File: src/rtl/logic_unit_arbiter.sv
// Shares one N-bit bitwise logic unit (NOT/AND/OR/XOR) among NREQ requesters with round-robin grant.
// Latency: accept at edge T, rsp_valid_o high after edge T+1; at most one op per 3 cycles.
// Backpressure: req_ready_o only in IDLE; rsp_ready_i low holds the result in RESP indefinitely.
//
// Ports:
//   clk_i, rst_i          rising-edge clock, synchronous active-high reset
//   req_valid_i/ready_o   per-requester handshake (ready one-hot or zero)
//   req_op_i/a_i/b_i      per-requester op (2b), operand A, operand B (packed, requester i at slot i)
//   rsp_valid_o/ready_i   result handshake; rsp_id_o names the owner of rsp_data_o
module logic_unit_arbiter #(
    parameter int N    = 32,
    parameter int NREQ = 4,
    parameter int ID_W = 2
) (
    input  logic                 clk_i,
    input  logic                 rst_i,
    input  logic [NREQ-1:0]      req_valid_i,
    output logic [NREQ-1:0]      req_ready_o,
    input  logic [2*NREQ-1:0]    req_op_i,
    input  logic [N*NREQ-1:0]    req_a_i,
    input  logic [N*NREQ-1:0]    req_b_i,
    output logic                 rsp_valid_o,
    input  logic                 rsp_ready_i,
    output logic [ID_W-1:0]      rsp_id_o,
    output logic [N-1:0]         rsp_data_o
);

    typedef enum logic [1:0] {
        IDLE = 2'd0,
        EXEC = 2'd1,
        RESP = 2'd2
    } state_t;

    localparam logic [1:0] OP_NOT = 2'b00;
    localparam logic [1:0] OP_AND = 2'b01;
    localparam logic [1:0] OP_OR  = 2'b10;

    state_t          state_q, state_d;
    logic [ID_W-1:0] last_grant_q;
    logic [ID_W-1:0] id_q;
    logic [1:0]      op_q;
    logic [N-1:0]    a_q, b_q;
    logic            rsp_valid_q;
    logic [ID_W-1:0] rsp_id_q;
    logic [N-1:0]    rsp_data_q;

    logic [ID_W-1:0] gnt;
    logic            any_vld;
    logic [N-1:0]    not_a;
    logic [N-1:0]    result;

    // Round-robin scan starting just after the last winner, wrapping at NREQ
    // (NREQ need not be a power of two, so wrap by subtraction rather than masking).
    always_comb begin
        int              idx;
        logic [ID_W-1:0] cand;
        idx     = 0;
        cand    = '0;
        gnt     = '0;
        any_vld = 1'b0;
        for (int k = 1; k <= NREQ; k++) begin
            idx = int'(last_grant_q) + k;
            if (idx >= NREQ) begin
                idx = idx - NREQ;
            end
            cand = ID_W'(idx);
            if (!any_vld && req_valid_i[cand]) begin
                any_vld = 1'b1;
                gnt     = cand;
            end
        end
    end

    // Shared logic unit: NOT is a per-bit inverter array, the rest are plain bitwise ops.
    for (genvar i = 0; i < N; i++) begin : g_not
        assign not_a[i] = ~a_q[i];
    end

    always_comb begin
        result = not_a;
        unique case (op_q)
            OP_NOT:  result = not_a;
            OP_AND:  result = a_q & b_q;
            OP_OR:   result = a_q | b_q;
            default: result = a_q ^ b_q;
        endcase
    end

    // Next state and request-side ready. Ready is only offered in IDLE, and only to the winner,
    // so a grant and its handshake are the same event.
    always_comb begin
        state_d     = state_q;
        req_ready_o = '0;
        unique case (state_q)
            IDLE: begin
                if (any_vld) begin
                    req_ready_o[gnt] = 1'b1;
                    state_d          = EXEC;
                end
            end
            EXEC: state_d = RESP;
            RESP: begin
                if (rsp_ready_i) begin
                    state_d = IDLE;
                end
            end
            default: state_d = IDLE;
        endcase
    end

    always_ff @(posedge clk_i) begin
        if (rst_i) begin
            state_q      <= IDLE;
            last_grant_q <= ID_W'(NREQ - 1);
            id_q         <= '0;
            op_q         <= '0;
            a_q          <= '0;
            b_q          <= '0;
            rsp_valid_q  <= 1'b0;
            rsp_id_q     <= '0;
            rsp_data_q   <= '0;
        end else begin
            state_q <= state_d;
            unique case (state_q)
                IDLE: begin
                    if (any_vld) begin
                        id_q         <= gnt;
                        last_grant_q <= gnt;
                        op_q         <= req_op_i[2*int'(gnt) +: 2];
                        a_q          <= req_a_i[N*int'(gnt) +: N];
                        b_q          <= req_b_i[N*int'(gnt) +: N];
                    end
                end
                EXEC: begin
                    rsp_data_q  <= result;
                    rsp_id_q    <= id_q;
                    rsp_valid_q <= 1'b1;
                end
                RESP: begin
                    if (rsp_ready_i) begin
                        rsp_valid_q <= 1'b0;
                    end
                end
                default: ;
            endcase
        end
    end

    assign rsp_valid_o = rsp_valid_q;
    assign rsp_id_o    = rsp_id_q;
    assign rsp_data_o  = rsp_data_q;

endmodule
File: config.mk
export PLATFORM = sky130hd
export DESIGN_NAME = logic_unit_arbiter
export DESIGN_NICKNAME = d
export VERILOG_FILES = /design/src/rtl/logic_unit_arbiter.sv
export SDC_FILE = /design/constraint.sdc
export NUM_CORES = 1
export LEC_CHECK = 0
export CAP_MARGIN = 25
export CORE_ASPECT_RATIO = 1.1
export CORE_MARGIN = 2
export CORE_UTILIZATION = 39
export DETAILED_ROUTE_END_ITERATION = 16
export PLACE_DENSITY = 0.76
export SETUP_SLACK_MARGIN = 0.02
export SYNTH_ARGS = -nofsm -noshare
export SYNTH_HDL_FRONTEND = slang
export SYNTH_SLANG_ARGS = --single-unit
File: constraint.sdc
create_clock -name clk_i -period 2 [get_ports clk_i]
set_clock_uncertainty 0.2 [all_clocks]
set_input_delay 0.3 -clock clk_i [delete_from_list [all_inputs] [get_ports clk_i]]
set_output_delay 0.3 -clock clk_i [all_outputs]
set_load 0.02 [all_outputs]
**Yosys cells after proc, flatten, opt, wreduce, memory -nomap -nowiden**

Index checks and enable logic that the tools add are counted.

- Bits in registers: 107
- Input port bits: 271
- Logic and storage cells: 114
- Output and inout port bits: 39

- $add $sub $neg: 8
- Shift-type cells: 3
- Muxes and demuxes: 30
- Equal/unequal tests: 6
- Reductions and logical operators: 13
- Bitwise logic cells: 35
- $lt $le $gt $ge: 10

Operators with widths:

| kind | number |
|---|---|
| 128-bit by 8-bit variable part select with 32-bit output | 2 |
| 32-bit one-hot mux with 3 select lines | 1 |
| 32-bit bitwise AND | 1 |
| 1-bit NOT | 32 |
| 32-bit bitwise OR | 1 |
| 32-bit XOR | 1 |
| 2-bit two-way mux | 10 |
| 2-bit by 3-bit less-than comparator with 1-bit output (second input constant) | 5 |
| 1-bit two-way mux | 10 |
| 3-bit >= comparator (second input constant) | 3 |
| 1-bit binary-select mux with 2-bit select | 4 |
| 4-bit two-way mux | 2 |
| 8-bit by 4-bit variable part select with 2-bit output | 1 |
| 2-bit by 1-bit subtractor with 2-bit output (second input constant) | 4 |
| 2-bit by 2-bit adder with 3-bit output (second input constant) | 2 |
| 2-bit one-hot mux with 3 select lines | 1 |
| 2-bit AND reduction | 3 |
| 2-bit by 3-bit adder with 4-bit output (second input constant) | 1 |
| 2-bit by 1-bit equality test with 1-bit output (second input constant) | 2 |
| 2-bit equality test (second input constant) | 2 |
| 4-bit by 3-bit >= comparator with 1-bit output (second input constant) | 1 |
| 1-bit logical AND | 4 |
| 2-bit zero test | 2 |
| 2-bit inequality test (second input constant) | 2 |
| other kinds (6) | 8 |

**Logic depth before layout (Yosys ltp)**

Gate-level depths: netlist of run 1.

- Depth in word-level cells: 21
- Depth in mapped cells: 7

**Worst setup path after synthesis of run 1**

OpenSTA, ideal clock, no wires.

- Path kind: flip-flop to output port
- Start: reg last_grant_q[0]
- End: out req_ready_o[1]
- Path buffers: 2
- Data required time: 1.500 ns
- Data arrival time: 1.622 ns
- Setup slack: -0.122 ns
- Stages on the path, launching flop included: 7
- Cell sequence: dfxtp_1 and2b_1 o21a_1 nor3_4 buf_6 buf_4 nor3_1

- Longest elaborated chain between the ends: 21

Ends and longest elaborated chain:

| what | line | text |
|---|---|---|
| start, declared | 39 | `logic [ID_W-1:0] last_grant_q;` |
| start signal, assigned | 114 | `last_grant_q <= ID_W'(NREQ - 1);` |
| start signal, assigned | 128 | `last_grant_q <= gnt;` |
| 2-bit by 1-bit adder with 3-bit output | 62 | `idx = int'(last_grant_q) + k;` |
| 3-bit >= comparator / 2-bit by 1-bit subtractor with 2-bit output (equally long branches) | 63, 64 |  |
| 2-bit two-way mux | 63 | `if (idx >= NREQ) begin` |
| 1-bit binary-select mux with 2-bit select | 67 | `if (!any_vld && req_valid_i[cand]) begin` |
| 1-bit two-way mux (not written as such) | 67 |  |
| 1-bit two-way mux | 67 |  |
| 1-bit zero test | 67 |  |
| 1-bit logical AND | 67 |  |
| (+5 left out) | -- |  |
| 1-bit logical AND | 67 |  |
| 2-bit two-way mux | 67 |  |
| 2-bit by 3-bit less-than comparator with 1-bit output (not written as such) / 2-bit by 1-bit >= comparator with 1-bit output (equally long branches) | 97 | `req_ready_o[gnt] = 1'b1;` |
| 1-bit logical AND (not written as such) | 97 |  |
| 1-bit two-way mux (not written as such) | 97 |  |
| 1-bit demux with 2-bit select | 97 |  |
| 4-bit two-way mux * | 96 | `if (any_vld) begin` |
| 4-bit two-way mux * | 94 | `unique case (state_q)` |
| end, declared | 18 | `output logic [NREQ-1:0] req_ready_o,` |

Every way passes the cells marked *; elsewhere a longest branch is shown, timed or not. The select of a mux whose other input is x is not followed.

**Worst setup path in the final report of run 1**

Same ends and word-level chain as after synthesis.

==> results of run 1 <==
## power groups by stage
stage	Combinational, W	Sequential [W]	Clock (W)
finish	0.00427	0.00280	0.00212
global route	0.00460	0.00285	0.00224
CTS	0.00406	0.00280	0.00214
detailed placement	0.00387	0.00284	0
global placement	0.00372	0.00283	0
floorplan	0.00214	0.00288	0
## per-layer routing
metal	vias up	GRT usage [%]	wire, um
met1	4023	30.4	11300
li1	3861	-	-
met2	351	46.7	15100
met4	0	11.0	1040
met5	-	0	0
met3	70	4.14	1770
## cells by family (layout without fill, tap and decap cells)
logic type | after synthesis | after routing | share of synthesized area (%)
buf+inv | 183 | 494 | 9.19
other cells | 0 | 3 | 0
simple gates | 198 | 198 | 12.1
flops | 107 | 107 | 27.1
mux | 132 | 132 | 21.8
compound gates | 211 | 211 | 19.8
fa+ha+maj | 64 | 64 | 10.1
## area by class of cell
type	instances	area share, %
Tap cell	252	2.52
Clock buffer	9	1.80
Sequential cell	107	17.1
Timing Repair Buffer	382	31.6
Inverter	96	2.88
Clock inverter	7	0.969
Multi-Input combinational cell	605	43.1
Antenna cell	3	0.0600
## sequential cells by signal, indices dropped and copies added (netlist names)
| signal | count |
|---|---|
| rsp_data_o | 32 |
| rsp_valid_o | 1 |
| state_q | 2 |
| id_q | 2 |
| last_grant_q | 2 |
| a_q | 32 |
| rsp_id_o | 2 |
| b_q | 32 |
| op_q | 2 |
## through the flow
step | util [%] | instance area [sq um]
after floorplan | - | 7920
after global placement | 58.2 | 11600
after detailed placement | 58.2 | 11600
after CTS | 61.3 | 12200
after global routing | 63.0 | 12500
final | 63.0 | 12500
## critical path, cell delays in order, from the launching register on
cell	delay (ns)
dfxtp_2	0.34
and2b_2	0.25
o21a_4	0.22
nor3_4	0.15
buf_6	0.15
nor3_2	0.04
buf_4	0.16
## what timing repair did
item                                    4_1_cts  5_1_grt
cloned                                        2        3
endpoints found under the hold margin         1        0
hold buffers                                  1        0
gates resized for setup                      66       50
endpoints found under the setup margin       70       70
setup buffers                                 4        9
pin swaps                                     3        5
## path summary, 6_finish.rpt
check,startpoint,end,slack [ns],cells after the start
max reg2reg,last_grant_q[0],a_q[30],-0.16,8
min reg2reg,id_q[1],id_q[1],0.26,2
max,last_grant_q[0],req_ready_o[1],-0.17,6
min,id_q[1],id_q[1],0.26,2
## synthesized netlist by cell type
library cell    n  area [sq um]
or3_1           1          6.26
clkbuf_1       53           199
buf_4           2          15.0
nand3_1         1          5.00
nor4_1          2          12.5
o31ai_1        66           495
nor3b_1         1          7.51
nor2b_1         2          12.5
mux4_2         32           721
nand2b_1        2          12.5
nand4_1        66           413
o21bai_1        1          7.51
nor2_1         46           173
mux2i_1       100          1000
a21oi_1         2          10.0
a21oi_2         1          8.76
and2b_1         1          7.51
a21o_1         67           503
buf_6           1          11.3
o22ai_1         1          6.26
nor3_1          4          20.0
o21ai_0         2          10.0
nor3_4          1          16.3
o211ai_1       66           495
nand2_1        70           263
nand3b_1        1          7.51
inv_1          96           360
buf_2          20           100
dfxtp_1       107          2140
o21a_1          2          15.0
o21ai_1         3          15.0
buf_1          11          41.3
ha_1           64           801
==> results.py, run 1 <==
metrics = {
    "final_layout": {
        "stdcell_count": 1461,
        "multiInputGateArea_sq_mm": 0.00539,
        "final_common_cell": "clkdlybuf4s50_1",
        "drive_above_1_share_pct": 15.3,
        "final_cell_mix": "clkdlybuf4s50_1, dfxtp_1, inv_1, mux2i_1, nand2_1",
        "nFillCells": 1660,
        "area_delta_synth_final_pct": 58.2,
        "layout.nets": 1536,
        "ff_latch_area_sq_mm": 0.00215,
    },
    "timing": {
        "finalSetupViolations": 55,
        "max_freq_ghz": 0.460,
        "max-slew-margin-rel_pct": 55.7,
        "slew_viol_final": 0,
        "hold_slack_ns": 0.263,
        "post-route-period-util_pct": 109,
        "worst_pin_slew_ns": 0.664,
        "finalSetupTns_ns": -5.11,
        "fin_crit_ns": 2.17,
        "worst_slack_ns": -0.173,
        "hold_viol_final": 0,
        "rsz0062_at_grt": "yes",
    },
    "synth": {
        "ys_ff_latch": 107,
        "yosys_warnings": 0,
        "syn-num-nets": 1230,
        "postSynthAreaPerCell_sq_um": 8.84,
        "yosysUniqueCellTypes": 33,
        "netlist_area_sq_mm": 0.00791,
        "yosysSeqAreaShare_pct": 27.1,
        "syn_inst": 895,
    },
    "power": {
        "power_frac_clock_pct": 23.1,
        "swShare_pct": 34.0,
        "seqPwrFrac_pct": 30.5,
        "power_density_mw_per_mm2": 734,
        "p_leak_nw": 5.16,
        "combPwrFrac_pct": 46.4,
        "p_switching_w": 0.00312,
        "finalPower_w": 0.00919,
        "internal_power_w": 0.00606,
        "ir_drop_uv": 435,
    },
    "status": {
        "violations": "negative setup slack",
        "status": "finished with violations",
    },
    "placed_design": {
        "port_buffers": 309,
        "pre_cts_slack_ns": -0.882,
        "place_congestion": 0.873,
        "place_hpwl_um": 20400,
        "dp_cells": 1426,
    },
    "worst_setup_path": {
        "worstSetupStartpointType": "flop",
        "cp_data_required_time_ns": 1.50,
        "worstPathMaxFanout": 3,
        "crit_path_end_kind": "primary output",
        "critPathKind": "flop to primary output",
        "cp_data_arrival_time_ns": 1.67,
    },
    "clock_network": {
        "numCtsBuffers": 9,
        "cts_sinks": 107,
        "cts_tree": "done",
        "root_buffer": "clkbuf_16",
        "htreeDepth": 3,
        "clock_path_buffers": 2,
        "clk_latency_ns": 0.35,
        "clkSlewWorstSetupHoldPaths_ns": 0.08,
    },
    "drt": {
        "drtPass1Iterations": 5,
        "ant_nets": 0,
        "drtIter0Drc": 546,
        "via_count": 8305,
        "drcViolationCount": 0,
        "viasPerCell": 5.68,
        "routedWlPerCell_um": 20.1,
        "wirelength_um": 29300,
    },
    "global_route": {
        "grt_pass1_wl_um": 44500,
        "grt_usage_pct": 25.9,
        "antenna_found_initial": 3,
        "grt_pass1_vias": 8395,
        "overflow": 0,
        "grt_max_degree": 67,
    },
    "floorplan": {
        "core-area_sq_mm": 0.0199,
        "num_rows": 54,
        "start_util_pct": 39.8,
        "io_pins": 310,
        "die_w_um": 140,
        "die-area_sq_mm": 0.0214,
        "die_y_um": 153,
    },
    "worst_hold_path": {
        "hp-class": "flop to flop",
    },
    "run": {
        "maxCapViolCount": 0,
    },
}
No activity file was read; power rests on OpenSTA's default activity.
==> inputs of run 2 (changes only) <==
Settings changed: GPL_ROUTABILITY_DRIVEN set to 0.
==> results of run 2 <==
The final DEF is identical to that of run 1; final timing and power are the same.
==> inputs of run 3 (changes only) <==
Settings changed: ABC_CLOCK_PERIOD_IN_PS set to 2000, CAP_MARGIN 25 to 20, SLEW_MARGIN set to 20.
==> results of run 3 <==
The final DEF is identical to that of run 1; final timing and power are the same.
